File: config.mk
export PLATFORM = sky130hd
export DESIGN_NAME = button_conditioner
export DESIGN_NICKNAME = d
export VERILOG_FILES = /design/src/rtl/button_conditioner.sv
export SDC_FILE = /design/constraint.sdc
export NUM_CORES = 1
export LEC_CHECK = 0
export ABC_CLOCK_PERIOD_IN_PS = 2000
export BUFFER_PORTS_ARGS = -buffer_cell sky130_fd_sc_hd__buf_2
export CAP_MARGIN = 20
export CORE_ASPECT_RATIO = 0.9
export CORE_MARGIN = 3
export CORE_UTILIZATION = 40
export DETAILED_ROUTE_END_ITERATION = 7
export HOLD_SLACK_MARGIN = 0.05
export PLACE_DENSITY = 0.54
export SYNTH_ARGS = -nofsm -noshare
export SYNTH_HDL_FRONTEND = slang
export SYNTH_SLANG_ARGS = --single-unit
export TNS_END_PERCENT = 10
File: constraint.sdc
create_clock -name clk -period 2 [get_ports clk]
set_input_delay 0.4 -clock clk [delete_from_list [all_inputs] [get_ports clk]]
set_output_delay 0.4 -clock clk [all_outputs]
set_load 0.02 [all_outputs]
File: src/rtl/button_conditioner.sv
// button_conditioner: synchronizes raw switches and turns a bouncing push-button into a debounced level and a single store strobe per press.
module button_conditioner #(
    parameter int DEBOUNCE_CYCLES = 1000000
) (
    input  logic       clk,
    input  logic       reset,
    input  logic       btnC,
    input  logic [3:0] sw,
    output logic       store,
    output logic       btn_level,
    output logic [3:0] sw_sync
);
    localparam int cntWidth = $clog2(DEBOUNCE_CYCLES);
    localparam logic [cntWidth-1:0] cntMax = cntWidth'(DEBOUNCE_CYCLES - 1);

    typedef enum logic [1:0] {IDLE, PRESS_WAIT, PRESSED, RELEASE_WAIT} state_t;

    state_t state, stateNext;
    logic [cntWidth-1:0] cnt, cntNext;
    logic btnMeta, btnS, storeNext, levelNext;
    logic [3:0] swMeta;

    always_ff @(posedge clk) begin
        if (reset) begin
            btnMeta   <= 1'b0;
            btnS      <= 1'b0;
            swMeta    <= 4'b0000;
            sw_sync   <= 4'b0000;
            state     <= IDLE;
            cnt       <= '0;
            store     <= 1'b0;
            btn_level <= 1'b0;
        end else begin
            btnMeta   <= btnC;
            btnS      <= btnMeta;
            swMeta    <= sw;
            sw_sync   <= swMeta;
            state     <= stateNext;
            cnt       <= cntNext;
            store     <= storeNext;
            btn_level <= levelNext;
        end
    end

    // Both wait states clear cnt on entry and leave at cntMax, so it never wraps.
    always_comb begin
        stateNext = state;
        cntNext   = cnt;
        storeNext = 1'b0;
        case (state)
            IDLE: begin
                if (btnS) begin
                    stateNext = PRESS_WAIT;
                    cntNext   = '0;
                end
            end
            PRESS_WAIT: begin
                if (!btnS) stateNext = IDLE;
                else if (cnt == cntMax) begin
                    stateNext = PRESSED;
                    storeNext = 1'b1;
                end else cntNext = cnt + 1'b1;
            end
            PRESSED: begin
                if (!btnS) begin
                    stateNext = RELEASE_WAIT;
                    cntNext   = '0;
                end
            end
            RELEASE_WAIT: begin
                if (btnS) stateNext = PRESSED;
                else if (cnt == cntMax) stateNext = IDLE;
                else cntNext = cnt + 1'b1;
            end
            default: begin
                stateNext = IDLE;
                cntNext   = '0;
            end
        endcase
        levelNext = (stateNext == PRESSED) || (stateNext == RELEASE_WAIT);
    end
endmodule

==> metrics.txt <==
Synth area leader=dfxtp_1; FF-to-FF setup slack=0.30 ns; r2r endpoint=store; chip height=around 61 um; Fmax=0.588 GHz; DP Area=1480 sq um; critical path startpoint category=flop; Post-DRT Antenna Nets=0; # diodes=0; routability-driven placement congestion ratio=0.747; GRT Util Overall=14.5%; Worst-Margin Slew=~0.5 ns; GR peak layer=met2; Hold EP=swMeta[3]; area delta synth->final=17.3%; syn nets=about 150; VDD IR max=0.000747 V; first-pass GRT wire length=4360 um; clock sinks=33; grt total ovfl=0; hold_sp=sw[3]; hold crit path type=in2reg; crit path DAT=approximately 1.9 ns; drt first pass iters=4; CTS tree=built; final period utilization=85.0%; final core occ=about half; Root Driver=clkbuf_8; Synth Cell Area=1370 sq um; full die area=4160 sq um; Vias=1062; initial antenna violation count=0; CP max stage delay=0.36 ns; number of cell rows=19; Avg WL per Cell=12.6 um; met2 Track Usage GR=20.5%; Core Region=3160 sq um; layout cells sized above 1=16.0%; num ports=13; min cycle time layout=1.70 ns; worst setup path class=reg2reg; TNS Setup=0 ns; largest net degree at the start of global routing=18; worst hold slack=approximately 0.33 ns; leading cell type in the layout, fill and taps excluded=dfxtp_1; CTS buffer count=5; clk buf depth=2; synthesized area per cell=9.57 sq um; RSZ-0062 raised after global routing=false; placed cells=196; Final Hold Fails=0; Max-slew headroom=just under 70%; Port Buf Inserts=12; Layout Nets=170; Max H-tree Level=2; Pins Over Slew Limit=0; Slowest-stage cell, CP=dfxtp_1; Mapped Cells=143; initial cell density of the core=43.3%; drt drc=0; Power Density=roughly 840 nW/um^2; Async SR Flop Fraction=0%; Yosys top cell area share=between 40% and 50%; Die W=between 60 and 70 um; Netlist cell types=34; Final Non-Filler Cells=205; grt met1 use=18.8%; clk_lat worst skew=0.29 ns; Max Cap Viol=0; Setup Skew=0.00899 ns; Detailed Place HPWL=between 1500 and 2000 um; Fill cells=297; CP endpoint kind=flop; starting DRC count in detailed routing=71; Warnings, synthesis=0; Leakage Power=0.570 nW; Synth area leaders=dfxtp_1, nor2b_1, xor2_1, nor2_1, nand3_1; Worst EP required=2.18 ns; FF-to-FF Start=cnt[10]; R2R cell count=5; Max FO, Critical Path=6; commonest cells after routing, fill and taps aside=dfxtp_1, nor2_1, buf_2; crit-path cells=nor4b_1 > nand4_1 > buf_4 > or2_2 > nor4b_1; CP most frequent cell=nor4b_1; dominant synthesized flop cell=dfxtp_1; Via-to-Cell Ratio=5.18; wirelength, routed=2570 um; Worst-path clk slew=about 0.060 ns; status=finished, final reports clean; sequential share of the synthesized area=~48%; fin area=1610 sq um; Setup-failing EPs final=0; GR met3 Demand/Resource=6.57%; #FFs+latches synth=33; Post-synth EDFFs=0; hold path depth=2; vias in the first global route=988
state kept, by name, indices dropped and copies added, names as in the netlist:
signal,cells
cnt,20
btnMeta,1
state,1
swMeta,4
btnS,1
btn_level,1
store,1
sw_sync,4
per-stage QoR:
stage          setup WS (ns)  power, mW
2_1_floorplan          0.359      0.711
3_3_place_gp           0.294      0.728
3_5_place_dp           0.227      0.729
4_1_cts                0.197       1.36
5_1_grt                0.116       1.40
6_report               0.299       1.35
report_power, final:
part | switching [mW] | internal, mW | total, mW | leakage (nW)
combinational | 0.0259 | 0.0165 | 0.0424 | 0.244
clock | 0.227 | 0.406 | 0.632 | 0.0585
sequential | 0.00385 | 0.667 | 0.671 | 0.268
layer usage:
metal  up-vias  routed length, um
met3         6                123
met5         -                  0
li1        555                  -
met1       486               1310
met2        15               1090
met4         0                 50
worst max-delay path: cells and delay by family, from the launching register on:
family                 cells  cell delay [ns]
buffers and inverters      1             0.19
flip-flops                 1             0.36
AND/OR/NAND/NOR            4             1.06
cell type report:
class	count	area (sq um)	share of cell area, %
tap	42	52.6	3.27
inverter	2	7.51	0.468
multi-input combinational	106	693	43.2
sequential	33	661	41.2
clock buffer	7	86.3	5.38
timing repair buffer	14	75.1	4.68
clock inverter	1	30.0	1.87
synth_stat cells (all sizes together) (3+ instances only):
cell type / n
a21oi: 8
and4: 3
dfxtp: 33
nand2: 8
nand3: 9
nand4: 7
nor2: 13
nor2b: 10
nor3: 3
nor4b: 3
o21a: 3
o21ai: 7
or3: 6
xnor2: 4
xor2: 7
how the worst max path moves through the flow:
| stage | start | end | cells past startpoint |
|---|---|---|---|
| finish | cnt[10] | store | 5 |
| global route | cnt[10] | store | 5 |
| CTS | cnt[10] | store | 4 |
| detailed placement | cnt[10] | store | 4 |
| global placement | cnt[6] | store | 4 |
| floorplan | btn_level | cnt[3] | 4 |
what timing repair did:
action / in CTS / in global routing
gates resized for setup: 0 / 0
endpoints found under the setup margin: 0 / 1
hold buffers: 0 / 0
buffers inserted: 0 / 1
logic make-up after synthesis:
logic type      after synthesis  synth area share (%)
mux                           1                 0.731
xor+xnor                     11                  8.41
compound gates               24                  12.1
buf+inv                       4                  1.10
simple gates                 69                  28.5
flops                        33                  48.3
fa+ha+maj                     1                 0.914
Power figures use the tool's default switching activity.
